==> config.mk <==
export PLATFORM = sky130hd
export DESIGN_NAME = hazard_ctrl
export DESIGN_NICKNAME = d
export VERILOG_FILES = /design/src/rtl/hazard_pkg.sv /design/src/rtl/hazard_fwd_pick.sv /design/src/rtl/hazard_ctrl.sv
export SDC_FILE = /design/constraint.sdc
export NUM_CORES = 1
export LEC_CHECK = 0
export ABC_AREA = 1
export BUFFER_PORTS_ARGS = -buffer_cell sky130_fd_sc_hd__buf_2
export CAP_MARGIN = 10
export CORE_ASPECT_RATIO = 1.2
export CORE_MARGIN = 1
export CORE_UTILIZATION = 25
export DETAILED_ROUTE_END_ITERATION = 8
export SLEW_MARGIN = 10
export SYNTH_ARGS = -nofsm -noshare
export SYNTH_HDL_FRONTEND = slang
export SYNTH_SLANG_ARGS = --single-unit
==> constraint.sdc <==
create_clock -name clk -period 3 [get_ports clk]
set_input_delay 0.6 -clock clk [delete_from_list [all_inputs] [get_ports clk]]
set_output_delay 0.6 -clock clk [all_outputs]
set_load 0.01 [all_outputs]
==> src/rtl/hazard_pkg.sv <==
// Shared types and constants for the pipeline hazard/forwarding controller.
// Opcode constants are for the upstream decoder that produces id_is_load and the branch flags.
package hazard_pkg;

  localparam int REG_AW_DEF = 5;
  localparam int REG_AW_MAX = 8;

  // Destinations are stored at REG_AW_MAX bits so one slot type serves every REG_AW build
  typedef struct packed {
    logic                  valid;
    logic [REG_AW_MAX-1:0] rd;
    logic                  we;
    logic                  is_load;
  } slot_t;

  function automatic int fwd_w(input int nslot);
    return $clog2(nslot + 1);
  endfunction

  localparam logic [6:0] OPC_LOAD   = 7'b0000011;
  localparam logic [6:0] OPC_STORE  = 7'b0100011;
  localparam logic [6:0] OPC_BRANCH = 7'b1100011;
  localparam logic [6:0] OPC_JAL    = 7'b1101111;
  localparam logic [6:0] OPC_JALR   = 7'b1100111;

endpackage

==> src/rtl/hazard_fwd_pick.sv <==
// Youngest-match priority encoder for one source operand against the in-flight slots.
// sel = k+1 for the smallest matching slot k, 0 when the register file holds the value.
module hazard_fwd_pick
  import hazard_pkg::*;
#(
  parameter int NSLOT  = 3,
  parameter int REG_AW = REG_AW_DEF,
  parameter int FW     = fwd_w(NSLOT)
) (
  input  slot_t [NSLOT-1:0] slots,
  input  logic [REG_AW-1:0] rs,
  input  logic              rs_used,
  output logic [NSLOT-1:0]  hit,
  output logic [FW-1:0]     sel
);

  always_comb begin
    hit = '0;
    sel = '0;
    // Walk oldest to youngest so the youngest match overwrites sel last
    for (int k = NSLOT - 1; k >= 0; k--) begin
      if (slots[k].valid && slots[k].we && (slots[k].rd == REG_AW_MAX'(rs)) &&
          (rs != '0) && rs_used) begin
        hit[k] = 1'b1;
        sel    = FW'(k + 1);
      end
    end
  end

endmodule

==> src/rtl/hazard_ctrl.sv <==
// Hazard/forwarding controller: per-stage destination scoreboard, load-use stall,
// taken-branch flush/squash, registered forward selects and saturating event counters.
module hazard_ctrl
  import hazard_pkg::*;
#(
  parameter  int REG_AW    = REG_AW_DEF,
  parameter  int NSLOT     = 3,
  parameter  int BR_STAGE  = 1,
  parameter  int LOAD_SLOT = 2,
  parameter  int CNT_W     = 32,
  localparam int FW        = fwd_w(NSLOT)
) (
  input  logic              clk,
  input  logic              rst,
  input  logic              id_valid,
  input  logic [REG_AW-1:0] id_rs1,
  input  logic [REG_AW-1:0] id_rs2,
  input  logic              id_rs1_used,
  input  logic              id_rs2_used,
  input  logic [REG_AW-1:0] id_rd,
  input  logic              id_rd_we,
  input  logic              id_is_load,
  input  logic              br_taken,
  output logic              stall,
  output logic              flush_id,
  output logic [BR_STAGE-1:0] squash,
  output logic [FW-1:0]     fwd_rs1,
  output logic [FW-1:0]     fwd_rs2,
  output logic [CNT_W-1:0]  stall_cnt,
  output logic [CNT_W-1:0]  flush_cnt
);

  if (!((LOAD_SLOT >= 1) && (LOAD_SLOT < NSLOT) && (BR_STAGE >= 1) &&
        (BR_STAGE < NSLOT) && (REG_AW <= REG_AW_MAX))) begin : g_param_check
    $error("hazard_ctrl: illegal LOAD_SLOT/BR_STAGE/NSLOT/REG_AW combination");
  end

  // Slots whose load result is not yet forwardable when the ID op reaches EX
  localparam logic [NSLOT-1:0] LU_MASK = NSLOT'((64'd1 << (LOAD_SLOT - 1)) - 64'd1);

  function automatic logic [CNT_W-1:0] sat_inc(input logic [CNT_W-1:0] v);
    return (&v) ? v : v + CNT_W'(1);
  endfunction

  slot_t [NSLOT-1:0] slot_p1;
  slot_t             id_entry;
  logic [NSLOT-1:0]  hit1, hit2, load_vec;
  logic [FW-1:0]     sel1, sel2;
  logic              enter;

  hazard_fwd_pick #(.NSLOT(NSLOT), .REG_AW(REG_AW), .FW(FW)) u_pick_rs1 (
    .slots(slot_p1), .rs(id_rs1), .rs_used(id_rs1_used), .hit(hit1), .sel(sel1)
  );

  hazard_fwd_pick #(.NSLOT(NSLOT), .REG_AW(REG_AW), .FW(FW)) u_pick_rs2 (
    .slots(slot_p1), .rs(id_rs2), .rs_used(id_rs2_used), .hit(hit2), .sel(sel2)
  );

  always_comb begin
    load_vec = '0;
    for (int k = 0; k < NSLOT; k++) load_vec[k] = slot_p1[k].is_load;
  end

  // A taken branch always wins over a load-use stall
  assign stall    = rst & id_valid & ~br_taken & (|((hit1 | hit2) & load_vec & LU_MASK));
  assign flush_id = rst & br_taken;
  assign squash   = {BR_STAGE{rst & br_taken}};
  assign enter    = id_valid & ~stall & ~br_taken;

  always_comb begin
    id_entry = '0;
    if (enter) begin
      id_entry.valid   = 1'b1;
      id_entry.rd      = REG_AW_MAX'(id_rd);
      id_entry.we      = id_rd_we;
      id_entry.is_load = id_is_load;
    end
  end

  // ---- ID -> slot0 boundary; slots shift unconditionally, squashed ones become bubbles ----
  always_ff @(posedge clk or negedge rst) begin
    if (!rst) begin
      slot_p1   <= '0;
      fwd_rs1   <= '0;
      fwd_rs2   <= '0;
      stall_cnt <= '0;
      flush_cnt <= '0;
    end else begin
      slot_p1[0] <= id_entry;
      for (int k = 1; k < NSLOT; k++) begin
        slot_p1[k] <= (br_taken && ((k - 1) < BR_STAGE)) ? '0 : slot_p1[k-1];
      end
      fwd_rs1 <= enter ? sel1 : '0;
      fwd_rs2 <= enter ? sel2 : '0;
      if (stall)    stall_cnt <= sat_inc(stall_cnt);
      if (br_taken) flush_cnt <= sat_inc(flush_cnt);
    end
  end

endmodule

Word-level counts from Yosys, hierarchy flattened. Index checks and enable logic that the tools add are counted.

Register bits: 99. Logic and storage cells: 73. Bits of input ports: 23. Output and inout port bits: 71.

Muxes and demuxes: 12. Eq/ne operators: 6. Bitwise operators: 12. Reductions and logical operators: 27. Add/sub/neg operators: 2.

Operator list (number): adder 32 x 1 -> 32 bit (second input constant) (2); AND reduction 32 bit (2); == test 8 x 5 -> 1 bit (6); 2-to-1 mux 11 bit (2); logical AND 1 bit (21); 2-to-1 mux 2 bit (8); nonzero test 5 bit (2); bitwise AND 1 bit (7); NOT 1 bit (4); AND reduction 2 bit (2); 2-to-1 mux 1 bit (2); bitwise OR 1 bit (1).

Logic depth before layout (Yosys ltp). Gate-level depths: netlist of the first run.

Depth in word-level cells: 12. Mapped depth: 13. Mapped depth without buffers: 13.

By module. From an unflattened synthesis of the first run, not the netlist that was laid out.

Cell total of the unflattened synthesis: 913. Area, all modules: 5900.7 um2.

Modules (own cells, without submodules): hazard_ctrl (sequential area each 2302.2 um2, instances 1, area each 5167.5 um2, cells an instance 741); hazard_fwd_pick (sequential area each 0.0 um2, instances 2, area each 366.6 um2, cells an instance 86).

Worst setup path before layout of the first run. OpenSTA, ideal clock, no wires.

Kind: input-to-output. From: input id_rs1[0]. To: output stall. Stages on the path: 7. Slack: 1065 ps. Data required time: 2400 ps. Buffers on the path: 0. Arrival time: 1335 ps. Cell sequence: or2_1 -> nor2_2 -> nor2_1 -> nand2_2 -> nand2_4 -> nand2_2 -> inv_1.

Cells in the longest elaborated chain, start to end: 8. Elaborated cells on any way between the ends: 9. Those cells by class: 1 x eq/ne; 1 x mux; 3 x bitwise; 4 x reduce/logical.

RTL lines: start, declared (RTL line hazard_ctrl.sv:16) `input logic [REG_AW-1:0] id_rs1,`; == test 8 x 5 -> 1 bit (RTL line hazard_fwd_pick.sv:22) `if (slots[k].valid && slots[k].we && (slots[k].rd == REG_AW_MAX'(rs)) &&`; logical AND 1 bit (RTL line hazard_fwd_pick.sv:22); logical AND 1 bit * (RTL line hazard_fwd_pick.sv:22); logical AND 1 bit * (RTL line hazard_fwd_pick.sv:23) `(rs != '0) && rs_used) begin`; 2-to-1 mux 1 bit * (RTL line hazard_fwd_pick.sv:22); bitwise OR 1 bit * (RTL line hazard_ctrl.sv:65) `assign stall = rst & id_valid & ~br_taken & (|((hit1 | hit2) & load_vec & LU_MASK));`; bitwise AND 1 bit * (2 in a row) (RTL line hazard_ctrl.sv:65); end, declared (RTL line hazard_ctrl.sv:24) `output logic stall,`.

Mark *: on every way between the ends. The rest lies on a longest branch, timed or not.

Worst setup path after layout of the first run. Same ends and word-level chain as after synthesis.

==> impl_metrics.tcl, run 1 <==
set metrics [dict create \
    outcome "finished, final reports clean" \
    synth_seq_cells 90 \
    post_drt_via_cell_ratio 4.32 \
    synth_common_cells "nand2_1 (256), nor2_1 (106), dfrtp_1 (90)" \
    antenna_left 0 \
    setup_ws_ns 0.617 \
    synthArstFlopShare_pct 100 \
    cp_data_required_time_ns 2.40 \
    p_leak_nw 3.28 \
    crit_family "simple AND/OR/NAND/NOR gates" \
    cpPeakStageDelay_ns 0.26 \
    die-area_um2 22200 \
    dp_slack_ns 0.620 \
    grt_util_met1_pct 16.8 \
    finalClockSkew_ns 0.0138 \
    cts_tree "done" \
    antenna_found_initial 0 \
    reg2reg_from "flush_cnt[1]" \
    die_w_um 136 \
    use_met2_pct 25.1 \
    wl_per_cell_um 13.0 \
    synth_area_leaders "dfrtp_1 (42%), nand2_1 (18%), nor2_1 (7.4%)" \
    place.gp.congestion 0.862 \
    grt.overflow.total 0 \
    crit_fanout 12 \
    synth_edf_count 0 \
    worst-path-buf-inv 3 \
    holdWs_ns 0.375 \
    power_mw 2.73 \
    yosys.area.top_type "dfrtp_1" \
    synth_nets 770 \
    cp.arrival_ns 1.78 \
    crit_chain "buf_2 -> or2_1 -> nor2_2 -> nor2_1 -> nand2_2 -> nand2_4 -> nand2_2 -> inv_1 -> buf_2" \
    cts_root_buf "clkbuf_16" \
    grt_pass1_wl_um 24600 \
    insertion_delay_ns 0.35 \
    grt_setup_unrepaired "no" \
    worst_setup_path_start_kind "primary input" \
    num_rows 58 \
    yosys_warnings 0 \
    crit_path_end_kind "primary output" \
    grt_usage_pct 14.1 \
    finalHoldViolCount 0 \
    clk_pin_slew_ns 0.08 \
    postCtsSetupRepairBufs 0 \
    path_class "in -> out" \
    ir_worst_vdd_v 0.000384 \
    fill_cells 2327 \
    fin_util_pct 30.4 \
    hpwl_um 11400 \
    cts_resized 0 \
    syn_to_final_growth_pct 18.8 \
    top_usage_layer "met2" \
    dr.pass1.iters 5 \
    die_h_um 163 \
    multi_input_area_um2 2740 \
    ys.flop_type "dfrtp_1" \
    start_util_pct 25.6 \
    cts_hold_buf 0 \
    hold_class "in -> async" \
    drive_gt1_share_pct 17.6 \
    yosysTopAreaCellShare_pct 41.6 \
    ios 94 \
    relSlewSlack_pct 56.3 \
    drt_iter0_drc 208 \
    cts_buffers 9 \
    use_met3_pct 2.73 \
    n_antenna_cell 0 \
    cts.htree.levels 3 \
    crit_path_top_delay_cell "or2_1" \
    synth_cell_types 32 \
    drc 0 \
    min_period_ns 2.38 \
    nets 867 \
    cts_buffer_depth 2 \
    final-setup-viol-count 0 \
    clock-sinks 90 \
    cp-startpoint "id_rs1[0]" \
    core_um2 21100 \
    first_global_vias 4880 \
    slew_violations 0 \
    synth.avg_cell_area_um2 7.27 \
    port_buffers 93 \
    num_vias 4829 \
    cap_viol_max_count 0 \
    synth_area_um2 5410 \
    yosysSeqAreaShare_pct 41.6 \
    max_freq_ghz 0.420 \
    finalWirelength_um 14500 \
    grt_max_degree 52 \
    finalCritPeriodShare_pct 79.4 \
    tns_ns 0 \
    yosysMostFrequentCell "nand2_1" \
    regArea_um2 2250 \
    syn_inst 745 \
    worst_slew_pin_slew_ns 0.656 \
    p_per_area_nw_per_um2 424 \
]
power breakdown:
part,leakage (nW),internal [mW],switching [mW]
combinational,1.92,0.112,0.182
clock,0.135,0.574,0.518
sequential,1.23,1.27,0.0702
total,3.28,1.96,0.770
sequential cells by signal, indices dropped and copies added, names as in the netlist:
signal     count
load_vec       1
flush_cnt     32
fwd_rs1        2
stall_cnt     32
slot_p1       21
fwd_rs2        2
placed cells by master (no fill, tap or decap), types with 3 or more instances in the layout:
master     instances
nor2_1           106
nand3b_1           3
o21ai_0            4
xnor2_1           25
a21oi_1            6
nand3_2            3
inv_1             81
inv_2              3
nand2_2           16
nand2_1          256
dfrtp_1           90
nand4_1           22
nand3_1           29
buf_4              6
nor3_1            27
nor2_2             8
buf_2             92
clkbuf_16          9
xor2_1            42
worst reg2reg max path, delay by kind of cell (launching register included):
kind / cells / cell delay (ns)
adders and majority gates: 1 / 0.19
DFF: 1 / 0.42
and+or+nand+nor: 7 / 1.11
AOI/OAI and AO/OA: 1 / 0.08
buffers and inverters: 1 / 0.31
path summary, 6_finish.rpt:
check                                end  slack [ns]  depth (start not counted)
setup reg to reg           flush_cnt[19]        0.75                         10
max in group asynchronous     fwd_rs2[1]        1.56                          3
setup / recovery                   stall        0.62                          9
hold / removal             stall_cnt[14]        0.38                          2
hold reg to reg              slot_p1[23]        0.38                          0
min in group clk             slot_p1[23]        0.38                          0
layout make-up:
class	instances	area share, %
clock inverter	6	0.779
sequential	90	35.0
clock buffer	10	3.56
timing repair buffer	98	7.86
inverter	84	4.90
multi-input combinational	559	42.6
tap	270	5.25
stage by stage:
step,std cells,instance area [µm²]
after global placement,1101,6150
after floorplan,745,5410
after detailed placement,1101,6150
final,1117,6430
after CTS,1117,6430
after global routing,1117,6430
layer usage:
| metal | vias up | wire, µm |
|---|---|---|
| met5 | - | 0 |
| met4 | 0 | 297 |
| met3 | 20 | 433 |
| met2 | 80 | 7300 |
| met1 | 2233 | 6500 |
| li1 | 2496 | - |
cell families (layout without fill, tap and decap cells):
family	count (synthesis)	count (layout)	synth area share, %
xor+xnor	67	67	10.8
buf+inv	96	198	7.79
flops	90	90	41.6
simple gates	477	477	38.0
fa+ha+maj	2	2	0.462
compound gates	13	13	1.34
No activity file was read; power rests on OpenSTA's default activity.
==> run 2, diff against run 1 <==
==> constraint.sdc (replaced) <==
create_clock -name clk -period 2.4 [get_ports clk]
set_input_delay 0.48 -clock clk [delete_from_list [all_inputs] [get_ports clk]]
set_output_delay 0.48 -clock clk [all_outputs]
set_load 0.01 [all_outputs]
==> impl_metrics.tcl, run 2 (same netlist as run 1, synthesis figures left out) <==
set metrics [dict create \
    outcome "finished, final reports clean" \
    hold_class "in -> async" \
    p_leak_nw 3.30 \
    hpwl_um 11100 \
    insertion_delay_ns 0.35 \
    wl_per_cell_um 12.9 \
    tns_ns 0 \
    start_util_pct 25.6 \
    grt_usage_pct 13.7 \
    cp.arrival_ns 1.73 \
    fin_util_pct 30.6 \
    path_class "reg -> out" \
    reg.largest.list "flush_cnt x32, stall_cnt x32, slot_p1 x21" \
    crit_path_end_kind "primary output" \
    crit_path_top_delay_cell "dfrtp_1" \
    p_per_area_nw_per_um2 528 \
    finalClockSkew_ns 0.0117 \
    use_met3_pct 2.27 \
    holdWs_ns 0.230 \
    drt_iter0_drc 226 \
    cts.htree.levels 3 \
    final-setup-viol-count 0 \
    multi_input_area_um2 2750 \
    drc 0 \
    ir_worst_vdd_v 0.000317 \
    max_freq_ghz 0.452 \
    cts_buffer_depth 2 \
    cpPeakStageDelay_ns 0.43 \
    first_global_vias 4752 \
    num_rows 58 \
    cp_data_required_time_ns 1.92 \
    rrSetupSlack_ns 0.42 \
    min_period_ns 2.21 \
    slew_violations 0 \
    ios 94 \
    fill_cells 2306 \
    finalWirelength_um 14500 \
    grt_util_met1_pct 16.4 \
    die_w_um 136 \
    top_usage_layer "met2" \
    antenna_left 0 \
    post_drt_via_cell_ratio 4.37 \
    grt.overflow.total 0 \
    antenna_found_initial 0 \
    finalCritPeriodShare_pct 92.2 \
    grt_pass1_wl_um 23800 \
    dr.pass1.iters 4 \
    cts_buffers 9 \
    place.gp.congestion 0.880 \
    finalHoldViolCount 0 \
    clock-sinks 90 \
    cts_root_buf "clkbuf_16" \
    reg2reg_depth 10 \
    worst_slew_pin_slew_ns 0.496 \
    most-common-layout-cells "nand2_1 (256), nor2_1 (106), buf_2 (92), dfrtp_1 (90), inv_1 (81)" \
    clk_pin_slew_ns 0.08 \
    final_common_cell "nand2_1" \
    crit_chain "inv_1 -> a21oi_1 -> nand2_1 -> nor2_1 -> nand2_2 -> nand2_8 -> nand2_2 -> inv_1 -> buf_2" \
    final_cell_area_um2 6460 \
    cts_hold_buf 0 \
    core_um2 21100 \
    cap_viol_max_count 0 \
    worst_setup_path_start_kind "register" \
    regArea_um2 2250 \
    nets 869 \
    relSlewSlack_pct 67.0 \
    syn_to_final_growth_pct 19.4 \
    place_area_um2 6180 \
    num_vias 4886 \
    die_h_um 163 \
    n_antenna_cell 0 \
    crit_fanout 12 \
    timing.rr.end "flush_cnt[2]" \
    grt_setup_unrepaired "no" \
    grt_max_degree 91 \
    die-area_um2 22200 \
    cts_tree "done" \
    use_met2_pct 23.8 \
    reg2reg_from "flush_cnt[1]" \
    drive_gt1_share_pct 17.8 \
    port_buffers 93 \
]
## run 2: cell count changes in the layout (fill, tap and decap cells not counted)
cell / before / now
nand2_8: 0 / 1
buf_4: 6 / 7
nand2_4: 1 / 0
buf_12: 0 / 1
## run 2: how the worst max path moves through the flow
stage,startpoint,to,slack [ns],cells after the start
2_1_floorplan,id_rs1[0],stall,0.71,7
3_3_place_gp,id_rs1[0],stall,0.32,9
3_5_place_dp,id_rs1[0],stall,0.30,9
4_1_cts,slot_p1[6],stall,0.13,10
5_1_grt,slot_p1[3],stall,0.02,9
6_report,slot_p1[3],stall,0.19,9
## run 2: report_power, final
group | switching [mW] | internal, mW | leakage, nW
Sequential | 0.0868 | 1.59 | 1.23
Clock | 0.652 | 0.718 | 0.135
Combinational | 0.225 | 0.143 | 1.93
Total | 0.964 | 2.45 | 3.30
## run 2: critical path, delay by kind of cell, from the launching register on
kind            cells  cell delay (ns)
flops               1             0.43
compound gates      1             0.14
buf+inv             3             0.30
simple gates        5             0.50
## run 2: layout make-up
cell class                      instances  share of cell area [%]
Clock inverter                          6                   0.774
Clock buffer                           10                    3.54
Multi-Input combinational cell        559                    42.5
Inverter                               84                    4.88
Timing Repair Buffer                  100                    8.24
Tap cell                              270                    5.23
Sequential cell                        90                    34.8
## run 2: repair_timing
| action | 4_1_cts | 5_1_grt |
|---|---|---|
| resized for setup | 0 | 1 |
| endpoints found under the hold margin | 0 | 0 |
| buffers inserted | 0 | 0 |
| setup endpoints to repair | 0 | 1 |
## run 2: stage by stage
stage,cells,setup slack [ns],total power [mW]
floorplan,745,0.705,1.90
global placement,1103,0.317,2.07
global route,1119,0.0150,3.59
finish,1119,0.188,3.41
detailed placement,1103,0.301,2.08
CTS,1119,0.129,3.48
## run 2: layer usage
layer / share of wire [%] / up-vias
met3: 3.1 / 25
met4: 2.9 / 0
met2: 51 / 93
met1: 43 / 2266
met5: 0 / -
li1: - / 2502
==> run 3, diff against run 2 <==
--- a/config.mk
+++ b/config.mk
@@ -15,4 +15,5 @@
 export SLEW_MARGIN = 10
 export SYNTH_ARGS = -nofsm -noshare
 export SYNTH_HDL_FRONTEND = slang
+export SYNTH_HIERARCHICAL = 1
 export SYNTH_SLANG_ARGS = --single-unit
==> impl_metrics.tcl, run 3 <==
set metrics [dict create \
    die-area_um2 24000 \
    finalWirelength_um 16600 \
    port_buffers 93 \
    dr.pass1.iters 4 \
    antenna_left 0 \
    fill_cells 2527 \
    grt.overflow.total 0 \
    ios 94 \
    hold_class "in -> reg" \
    finalClockSkew_ns 0.00786 \
    slew_violations 0 \
    yosys_warnings 6 \
    start_util_pct 25.8 \
    cap_viol_max_count 0 \
    max_freq_ghz 0.445 \
    first_global_vias 5506 \
    p_per_area_nw_per_um2 486 \
    crit_fanout 5 \
    min_to "slot_p1[5]" \
    cts_buffers 9 \
    path_class "reg -> out" \
    antenna_found_initial 1 \
    syn_to_final_growth_pct 21.8 \
    die_h_um 169 \
    timing.rr.end "stall_cnt[21]" \
    rrSetupSlack_ns 0.35 \
    final_cell_area_um2 7120 \
    num_rows 60 \
    hpwl_um 12900 \
    cts_root_buf "clkbuf_16" \
    min-delay-start "id_rd[3]" \
    reg2reg_from "slot_p1[5]" \
    cp_data_required_time_ns 1.92 \
    finalHoldViolCount 0 \
    place_area_um2 6750 \
    drive_gt1_share_pct 15.8 \
    grt_setup_unrepaired "no" \
    outcome "finished, final reports clean" \
    p_leak_nw 3.46 \
    synth.avg_cell_area_um2 6.43 \
    clk_pin_slew_ns 0.07 \
    core_um2 22700 \
    clock-sinks 90 \
    grt_max_degree 87 \
    hold_path_depth 3 \
    cts_buffer_depth 2 \
    insertion_delay_ns 0.35 \
    min_period_ns 2.25 \
    most-common-layout-cells "nand2_1 (363), nor2_1 (155), inv_1 (109), buf_2 (91), dfrtp_1 (88)" \
    cp.arrival_ns 1.77 \
    drt_iter0_drc 266 \
    wl_per_cell_um 12.4 \
    ir_worst_vdd_v 0.000327 \
    nets 1056 \
    drc 0 \
    post_drt_via_cell_ratio 4.23 \
    worst_setup_path_start_kind "register" \
    grt_usage_pct 14.6 \
    final-setup-viol-count 0 \
    reg.largest.list "flush_cnt x32, stall_cnt x32, slot_p1 x21" \
    finalCritPeriodShare_pct 93.7 \
    instances_no_fill 1347 \
    num_vias 5700 \
    final_common_cell "nand2_1" \
    die_w_um 142 \
    synth_area_um2 5840 \
    tns_ns 0 \
    crit_path_end_kind "primary output" \
    reg2reg_depth 15 \
    place.gp.congestion 0.902 \
    cts_tree "done" \
    cts.htree.levels 3 \
    grt_pass1_wl_um 27400 \
    syn_inst 909 \
    placed_cells 1325 \
]
-- run 3: worst max-delay path, cell delays in order, from the launching register on --
cell and delay [ns]:
dfrtp_2 0.44, nand2_1 0.07, o21ai_0 0.07, nor2_1 0.11, nand3b_1 0.13, nor2_2 0.12
inv_1 0.06, nand2_2 0.09, nand2_2 0.07, nor2_4 0.14, buf_6 0.12
-- run 3: layer usage --
metal	up-vias	part of all wire, %	global-route usage (%)
met2	80	52	26.8
met5	-	0	0
met3	24	2.6	2.26
li1	2996	-	-
met1	2600	43	16.8
met4	0	2.2	5.98
-- run 3: layout make-up --
| type | instances | area [µm²] | share of cell area (%) |
|---|---|---|---|
| multi-input combinational | 704 | 3120 | 43.9 |
| sequential | 90 | 2250 | 31.7 |
| timing repair buffer | 106 | 587 | 8.25 |
| inverter | 120 | 453 | 6.37 |
| tap | 310 | 388 | 5.45 |
| clock buffer | 9 | 225 | 3.17 |
| clock inverter | 7 | 83.8 | 1.18 |
| antenna | 1 | 2.50 | 0.0352 |
-- run 3: power breakdown --
| part | internal [mW] | switching, mW | leakage, nW |
|---|---|---|---|
| sequential | 1.56 | 0.0730 | 1.23 |
| clock | 0.829 | 0.679 | 0.149 |
| combinational | 0.121 | 0.191 | 2.08 |
-- run 3: how the worst max path moves through the flow --
stage	depth (start not counted)	startpoint	endpoint	slack (ns)
after floorplan	15	id_rs1[3]	stall_cnt[21]	0.54
after global placement	11	id_rs2[3]	stall	0.07
after detailed placement	11	id_rs2[3]	stall	0.07
after CTS	10	slot_p1[5]	stall	0.002
after global routing	10	slot_p1[4]	stall	0.005
final	10	slot_p1[5]	stall	0.15
-- run 3: repair_timing --
action	CTS	global route
resized for setup	0	5
pin swaps	3	4
hold buffers	1	0
endpoints found under the setup margin	1	1
endpoints found under the hold margin	4	0
buffers inserted	4	0
gates cloned	0	0
-- run 3: metrics by stage --
stage	util [%]	hold slack (ns)	total power [mW]	worst slack [ns]
floorplan	-	0.184	1.83	0.537
detailed placement	29.8	0.319	1.98	0.0723
CTS	31.3	0.320	3.52	0.00169
global route	31.4	0.332	3.64	0.00474
finish	31.4	0.334	3.46	0.152
global placement	29.8	0.319	1.98	0.0693
